===== src/rtl/wb_regfile_pkg.sv =====
// Shared definitions for the writeback / architectural-state stage.
// Holds the write-selector bit positions, the sequencing FSM states and
// the default reset PC used by wb_regfile and regfile32.
package wb_regfile_pkg;

    // Bit positions inside ex_wsel
    localparam int WSEL_PC = 2;   // redirect PC to ex_pc_out
    localparam int WSEL_WR = 1;   // perform a register write
    localparam int WSEL_F  = 0;   // target file: 1 = FPR, 0 = GPR

    localparam logic [4:0]  REG_ZERO         = 5'd0;
    localparam logic [31:0] RESET_PC_DEFAULT = 32'h0000_0000;

    // Fetch/execute sequencing states
    typedef enum logic [1:0] {
        BOOT  = 2'd0,
        WAIT  = 2'd1,
        ISSUE = 2'd2
    } wb_state_e;

endpackage


===== src/rtl/wb_regfile_regfile32.sv =====
// regfile32: 32 x 32-bit register file with one write port and two
// registered read ports. A read that hits the same-cycle write returns the
// write data. With HARDZERO set, index 0 ignores writes and reads as zero.
// All entries and read registers clear on synchronous active-low reset.
module regfile32
    import wb_regfile_pkg::*;
#(
    parameter bit HARDZERO = 1'b0
) (
    input  logic        clk,
    input  logic        rstn,
    input  logic        we_i,
    input  logic [4:0]  waddr_i,
    input  logic [31:0] wdata_i,
    input  logic [4:0]  raddr_a_i,
    input  logic [4:0]  raddr_b_i,
    output logic [31:0] rdata_a_o,
    output logic [31:0] rdata_b_o
);

    logic [31:0] mem_q [32];
    logic        wr_ok;
    logic [31:0] rdata_a_d, rdata_a_q;
    logic [31:0] rdata_b_d, rdata_b_q;

    assign wr_ok = we_i && !(HARDZERO && (waddr_i == REG_ZERO));

    // Read value for one port, including write-through of the current write
    function automatic logic [31:0] read_port(input logic [4:0] addr);
        logic [31:0] val;
        if (HARDZERO && (addr == REG_ZERO)) begin
            val = 32'h0;
        end else if (wr_ok && (waddr_i == addr)) begin
            val = wdata_i;
        end else begin
            val = mem_q[addr];
        end
        return val;
    endfunction

    // Combinational read selection for both ports
    always_comb begin
        rdata_a_d = read_port(raddr_a_i);
        rdata_b_d = read_port(raddr_b_i);
    end

    // Storage array: cleared on reset, otherwise one write per cycle
    always_ff @(posedge clk) begin
        if (!rstn) begin
            for (int i = 0; i < 32; i++) begin
                mem_q[i] <= 32'h0;
            end
        end else if (wr_ok) begin
            mem_q[waddr_i] <= wdata_i;
        end
    end

    // Registered read ports (one-cycle latency)
    always_ff @(posedge clk) begin
        if (!rstn) begin
            rdata_a_q <= 32'h0;
            rdata_b_q <= 32'h0;
        end else begin
            rdata_a_q <= rdata_a_d;
            rdata_b_q <= rdata_b_d;
        end
    end

    assign rdata_a_o = rdata_a_q;
    assign rdata_b_o = rdata_b_q;

endmodule


===== src/rtl/wb_regfile.sv =====
// wb_regfile: writeback and architectural-state stage.
// Commits execute results to the GPR and FPR files, owns the architectural
// PC, paces fetch against execute completion and serves decode's two
// operand read ports.
// Optional feature: define WB_RETIRE_COUNT_EN to add the 64-bit instret
// output counting retired pulses.
module wb_regfile
    import wb_regfile_pkg::*;
#(
    parameter logic [31:0] RESET_PC = RESET_PC_DEFAULT,
    parameter logic [31:0] PC_STEP  = 32'h4
) (
    input  logic        clk,
    input  logic        rstn,
    input  logic        ex_done,
    input  logic        ex_stall,
    input  logic [2:0]  ex_wsel,
    input  logic        ex_wfrommem,
    input  logic [31:0] ex_data,
    input  logic [31:0] mem_rdata,
    input  logic [4:0]  ex_rd,
    input  logic [31:0] ex_pc_out,
    input  logic [4:0]  rs_no,
    input  logic [4:0]  rt_no,
    input  logic        fmode1,
    input  logic        fmode2,
    output logic [31:0] rs_val,
    output logic [31:0] rt_val,
    output logic [31:0] pc,
    output logic        fetch_en,
    output logic        retired
`ifdef WB_RETIRE_COUNT_EN
    ,
    output logic [63:0] instret
`endif
);

    logic [31:0] wdata;
    logic        gpr_we, fpr_we;
    logic [31:0] gpr_a, gpr_b, fpr_a, fpr_b;
    logic        fmode1_q, fmode2_q;

    wb_state_e   state_q, state_d;
    logic [31:0] pc_q, pc_d;
    logic        fetch_q, fetch_d;
    logic        retired_q, retired_d;

    // Writes are independent of ex_done; the file is picked by the F bit
    assign wdata  = ex_wfrommem ? mem_rdata : ex_data;
    assign gpr_we = ex_wsel[WSEL_WR] && !ex_wsel[WSEL_F];
    assign fpr_we = ex_wsel[WSEL_WR] &&  ex_wsel[WSEL_F];

    regfile32 #(.HARDZERO(1'b1)) u_gpr (
        .clk       (clk),
        .rstn      (rstn),
        .we_i      (gpr_we),
        .waddr_i   (ex_rd),
        .wdata_i   (wdata),
        .raddr_a_i (rs_no),
        .raddr_b_i (rt_no),
        .rdata_a_o (gpr_a),
        .rdata_b_o (gpr_b)
    );

    regfile32 #(.HARDZERO(1'b0)) u_fpr (
        .clk       (clk),
        .rstn      (rstn),
        .we_i      (fpr_we),
        .waddr_i   (ex_rd),
        .wdata_i   (wdata),
        .raddr_a_i (rs_no),
        .raddr_b_i (rt_no),
        .rdata_a_o (fpr_a),
        .rdata_b_o (fpr_b)
    );

    // File selects are delayed to line up with the registered read data
    always_ff @(posedge clk) begin
        if (!rstn) begin
            fmode1_q <= 1'b0;
            fmode2_q <= 1'b0;
        end else begin
            fmode1_q <= fmode1;
            fmode2_q <= fmode2;
        end
    end

    assign rs_val = fmode1_q ? fpr_a : gpr_a;
    assign rt_val = fmode2_q ? fpr_b : gpr_b;

    // Sequencing state, PC and status pulse registers
    always_ff @(posedge clk) begin
        if (!rstn) begin
            state_q   <= BOOT;
            pc_q      <= RESET_PC;
            fetch_q   <= 1'b0;
            retired_q <= 1'b0;
        end else begin
            state_q   <= state_d;
            pc_q      <= pc_d;
            fetch_q   <= fetch_d;
            retired_q <= retired_d;
        end
    end

    // Next state: completion in WAIT updates the PC; ex_done elsewhere is ignored
    always_comb begin
        state_d   = state_q;
        pc_d      = pc_q;
        fetch_d   = 1'b0;
        retired_d = 1'b0;
        case (state_q)
            BOOT: begin
                fetch_d = 1'b1;
                state_d = WAIT;
            end
            WAIT: begin
                if (ex_done) begin
                    state_d = ISSUE;
                    if (ex_stall) begin
                        // squashed wrong-path instruction: redirect only
                        pc_d = ex_pc_out;
                    end else if (ex_wsel[WSEL_PC]) begin
                        pc_d      = ex_pc_out;
                        retired_d = 1'b1;
                    end else begin
                        pc_d      = pc_q + PC_STEP;
                        retired_d = 1'b1;
                    end
                end
            end
            ISSUE: begin
                fetch_d = 1'b1;
                state_d = WAIT;
            end
            default: begin
                state_d = BOOT;
            end
        endcase
    end

    assign pc       = pc_q;
    assign fetch_en = fetch_q;
    assign retired  = retired_q;

`ifdef WB_RETIRE_COUNT_EN
    logic [63:0] instret_q;

    // Retired-instruction counter, bumped on the same edge retired rises
    always_ff @(posedge clk) begin
        if (!rstn) begin
            instret_q <= 64'h0;
        end else if (retired_d) begin
            instret_q <= instret_q + 64'h1;
        end
    end

    assign instret = instret_q;
`endif

endmodule

===== config.mk =====
export PLATFORM = sky130hd
export DESIGN_NAME = wb_regfile
export DESIGN_NICKNAME = d
export VERILOG_FILES = /design/src/rtl/wb_regfile_pkg.sv /design/src/rtl/wb_regfile_regfile32.sv /design/src/rtl/wb_regfile.sv
export SDC_FILE = /design/constraint.sdc
export NUM_CORES = 2
export LEC_CHECK = 0
export CORE_MARGIN = 5
export CORE_UTILIZATION = 45
export DETAILED_ROUTE_END_ITERATION = 10
export SYNTH_ARGS = -nofsm -noshare
export SYNTH_HDL_FRONTEND = slang
export SYNTH_HIERARCHICAL = 1
export SYNTH_SLANG_ARGS = --single-unit

===== constraint.sdc =====
create_clock -name clk -period 11.5 [get_ports clk]
set_input_delay 1.15 -clock clk [delete_from_list [all_inputs] [get_ports clk]]
set_output_delay 1.15 -clock clk [all_outputs]
set_load 0.01 [all_outputs]

Yosys cells after proc, flatten, opt, wreduce, memory -nomap -nowiden --
Memory sizes are Yosys's and may differ from the RTL's. A register that Yosys moved wholly into a read port is not among the register bits. Cells that the tools add are included.
Storage, ports and cells: memory bits (writable) 2048, output and inout bits 98, memories 2, bits in registers 38
Memory list:
- u_fpr.mem_q | depth 32, bits a word 32, rd ports 2, clocked after memory_dff 2, wr ports 32, RTL line wb_regfile_regfile32.sv:21 | logic [31:0] mem_q [32];
- u_gpr.mem_q | depth 32, bits a word 32, rd ports 2, clocked after memory_dff 2, wr ports 32, RTL line wb_regfile_regfile32.sv:21
Operators by class: mux-type cells 22, bitwise operators 1, eq/ne operators 3, reduce and logical (&&, ||, !) cells 18, add/subtract/negate cells 1
Operators by type and width (number):
- $mux 32 | 7
- $reduce_or 32->1 | 2
- $add 32x3->32 const B | 1
- $logic_not 5->1 | 3
- $mux 1 | 11
- $mux 5 | 2
- $reduce_or 2->1 | 3
- $logic_not 1->1 | 4
- $pmux 2 s2 | 1
- $logic_and 1x1->1 | 3
- $reduce_and 3->1 | 1
- $eq 2x1->1 const B | 1
- $eq 2x2->1 const B | 1
- $logic_not 2->1 | 1
- $mux 2 | 1
- $ne 2x2->1 const B | 1
- $reduce_and 2->1 | 1
- $not 1->1 | 1

Longest topological paths before layout --
depth in word-level cells 8, gate-level depth with buffers 9, gate-level depth less buffers 6

Hierarchy --
Netlist, hierarchy kept.
Modules (own cells, without submodules):
- regfile32 at u_fpr | area an instance 57475.1 um2, cells an instance 4113, sequential area each 32030.7 um2, times used 1
- regfile32 at u_gpr | area an instance 56142.6 um2, cells an instance 3857, sequential area each 32030.7 um2, times used 1
- wb_regfile | area an instance 3634.7 um2, cells an instance 429, sequential area each 760.7 um2, times used 1

Least setup slack after synthesis --
OpenSTA, ideal clock, no wires.
path kind input port to flip-flop, from in rstn, to mem u_gpr.mem_q[14][0], enable pin, stages 7, path slack 6.509 ns, arrival 4.526 ns, setup time 0.466 ns, cell sequence clkbuf_1 -> nand2_1 -> nor2_1 -> nand2_1 -> clkbuf_1 -> clkbuf_1 -> o21ai_0
RTL lines:
- start, declared | RTL line wb_regfile.sv:14 | input logic rstn,
- end, declared | RTL line wb_regfile_regfile32.sv:21

Worst setup path after layout --
from in rt_no[0], to reg u_gpr.rdata_b_q[24], in the netlist u_gpr/rdata_b_o[24], read port of u_gpr.mem_q
On the way: cells in the longest elaborated chain, start to end 2
RTL lines:
- start, declared | RTL line wb_regfile.sv:24 | input logic [4:0] rt_no,
- $logic_not 5->1 | RTL line wb_regfile_regfile32.sv:31 | if (HARDZERO && (addr == REG_ZERO)) begin
- $reduce_or 2->1 (no line)
- end, declared | RTL line wb_regfile_regfile32.sv:24 | logic [31:0] rdata_b_d, rdata_b_q;
Parallel ways exist; a longest one is shown, timed or not. A chain may end at the register's enable or synchronous reset.

==> impl_metrics.ini <==
[sta]
hold_viol_final = 0
setup_slack_ns = 7.09
finalSetupViolations = 0
relSlewSlack_pct = 4.56
finalSetupTns_ns = 0
max_freq_mhz = 227
rsz0062_at_grt = no
fin_skew_ns = 0.0331
hold_slack_ns = 0.457
worstMarginPinSlew_ns = 1.43
min_period_ns = 4.41
drv_slew = 0
post-route-period-util_pct = 38.4

[synth]
syn_inst = 8399
ys_seq_elements = 2214
syn_avg_cell_area_um2 = 14.0
ys_seq_area_share_pct = 55.3
synth-main-ff-cell = edfxtp_1
synth_edf_count = 2048
yosysUniqueCellTypes = 95
synthArstFlopShare_pct = 0
ys_warn_count = 6
synth_area_um2 = 117000

[setup_path]
cp_data_required_time_ns = 12.26
criticalPathCategory = primary input to register
worst_setup_path_start_kind = primary input
endpoint_kind = register
r2r_cells = 5
reg2reg_slack_ns = 9.22
r2r-start = pc[3]
critPathArrivalTime_ns = 5.17
reg2reg_to = pc[28]
path_max_fanout = 88

[layout]
drive_above_1_share_pct = 19.5
area_growth_pct = 11.6
fill_cells = 21700
fin_util_pct = 50.4
finalInstanceArea_um2 = 131000
nNetsFinal = 8390

[clock_tree]
cts_root_buf = clkbuf_16
cts.clk_slew.worst_paths_ns = 0.06
insertion_delay_ns = 0.91
tritoncts = done
cts_buffers = 237
cts_sinks = 2214
cts-htree-levels = 4
ctsHoldBuffers = 0
cts_setup_buffers = 0
post_cts_resized = 0
clockBufferDepth = 3

[route]
drc = 0
finalWirelength_um = 454000
wl_per_cell_um = 38.1
viasPerCell = 6.77
vias = 80500
drtIter0Drc = 11900
ant_nets = 0
first_pass_iters = 6

[floorplanning]
fp.dieH_um = 520
coreArea_um2 = 259000
start_util_pct = 45.2
ios = 219
row_count = 187
dieArea_um2 = 271000
die_width_um = 520

[status]
status = finished clean

[placement]
dp_slack_ns = 6.26
io_buffers = 218
place_hpwl_um = 265000
gp_congestion = 0.895
place_area_um2 = 123000

[global_routing]
grt_pass1_wl_um = 623000
grt_pass1_vias = 79400
grt_max_degree = 97
antenna_found_initial = 39
grt_usage_pct = 32.5
grt-ovfl-total = 0

[pwr]
ir_worst_vdd_v = 0.000160
p_per_area_nw_per_um2 = 151
p_leak_uw = 0.0454

[hold_path]
hold_path_end = fetch_en
worstHoldPathType = register to register
hold_path_depth = 1
worstHoldStart = state_q[0]

[job]
maxCapViolCount = 0
[logic make-up after synthesis]
| kind of cell | share of synthesized area (%) |
|---|---|
| xor+xnor | 0.149 |
| buf+inv | 3.49 |
| compound gates | 7.41 |
| other cells | 0.00320 |
| mux | 20.6 |
| flops | 55.3 |
| fa+ha+maj | 0.0107 |
| simple gates | 13.1 |
[final cells by class]
class	count	area (µm²)	area share, %
antenna	18	45.0	0.0344
clock buffer	321	6500	4.97
clock inverter	127	1170	0.898
inverter	11	43.8	0.0335
multi-input combinational	5307	49500	37.9
sequential	2214	64800	49.6
tap	3402	4260	3.25
timing repair buffer	497	4430	3.39
[worst max-delay path by stage]
| stage | end | cells past startpoint | from |
|---|---|---|---|
| 2_1_floorplan | u_gpr/mem_q[14][0] | 7 | rstn |
| 3_3_place_gp | u_gpr/rdata_b_o[19] | 10 | rt_no[0] |
| 5_1_grt | u_gpr/rdata_b_o[28] | 10 | rt_no[0] |
| 3_5_place_dp | u_gpr/rdata_b_o[18] | 10 | rt_no[0] |
| 6_report | u_gpr/rdata_b_o[24] | 10 | rt_no[0] |
| 4_1_cts | u_gpr/rdata_b_o[5] | 10 | rt_no[0] |
[placed cells by master (no fill, tap or decap), types with 164 or more instances in the layout]
cell type        netlist  final
a22oi_1              174    174
buf_4                 55    270
a221oi_1             182    182
edfxtp_1            2048   2048
clkdlybuf4s50_1        0    206
dfxtp_1              166    164
mux4_2               718    718
mux2i_1              658    658
and2_1              2002   2000
clkbuf_16              0    237
[flip-flops by register name, indices dropped and copies added (netlist names)]
name             flops
u_gpr/rdata_a_o     32
fmode1_q             1
u_fpr/rdata_b_o     32
u_fpr/mem_q       1024
state_q              2
u_gpr/mem_q       1024
retired              1
pc                  32
u_gpr/rdata_b_o     32
u_fpr/rdata_a_o     32
fmode2_q             1
fetch_en             1
[metrics by stage]
step | power, µW | instances
after floorplan | 11000 | 8430
after global placement | 12100 | 11400
after detailed placement | 12100 | 11400
after CTS | 19700 | 11900
after global routing | 20200 | 11900
final | 19700 | 11900
[layer usage]
layer / GRT usage (%) / part of all wire, % / routed length [µm]
met4: 18.7 / 7.0 / 31700
met2: 50.9 / 46 / 207000
met3: 7.68 / 11 / 50700
met5: 0 / 0.016 / 74
met1: 41.8 / 36 / 164000
[critical path: stages]
cell and delay [ns]:
buf_8 0.31, buf_12 0.52, buf_4 0.79, xnor2_1 0.19, nand4_1 0.17, nor4_4 0.16
buf_4 0.70, nor2_2 0.08, buf_4 0.41, a32o_1 0.34
[report_power, final]
group / leakage (µW) / internal (µW) / total (µW) / switching [µW]
clock: 0.00379 / 4360 / 7700 / 3340
sequential: 0.0208 / 9240 / 9540 / 296
combinational: 0.0208 / 930 / 2480 / 1550
[synth_stat cells, types with 11 or more instances]
cell type | number | share of area [%]
edfxtp_1 | 2048 | 52
nand4_1 | 17 | 0.091
nand3b_1 | 16 | 0.10
o21ai_0 | 146 | 0.62
nand3_1 | 34 | 0.15
dfxtp_1 | 166 | 2.8
a21oi_1 | 123 | 0.53
mux2_2 | 119 | 1.1
a32o_1 | 37 | 0.32
a31oi_1 | 20 | 0.11
a221oi_1 | 182 | 1.4
and2_1 | 2002 | 11
o211ai_1 | 36 | 0.23
buf_1 | 39 | 0.12
a22o_1 | 16 | 0.12
and3_1 | 11 | 0.059
o22ai_1 | 66 | 0.35
xnor2_1 | 14 | 0.10
buf_4 | 55 | 0.35
buf_2 | 151 | 0.64
a21o_1 | 36 | 0.23
a211oi_1 | 99 | 0.63
nor2b_1 | 40 | 0.21
o21ai_1 | 35 | 0.15
nand2_1 | 146 | 0.47
mux4_2 | 718 | 14
a22oi_1 | 174 | 1.1
mux2i_1 | 658 | 5.6
o221ai_1 | 32 | 0.24
buf_6 | 33 | 0.32
a221o_1 | 84 | 0.72
clkbuf_1 | 616 | 2.0
o21a_1 | 25 | 0.16
nor3_1 | 50 | 0.21
o21bai_1 | 21 | 0.13
nor2_1 | 188 | 0.60
No activity file was read; power rests on OpenSTA's default activity.
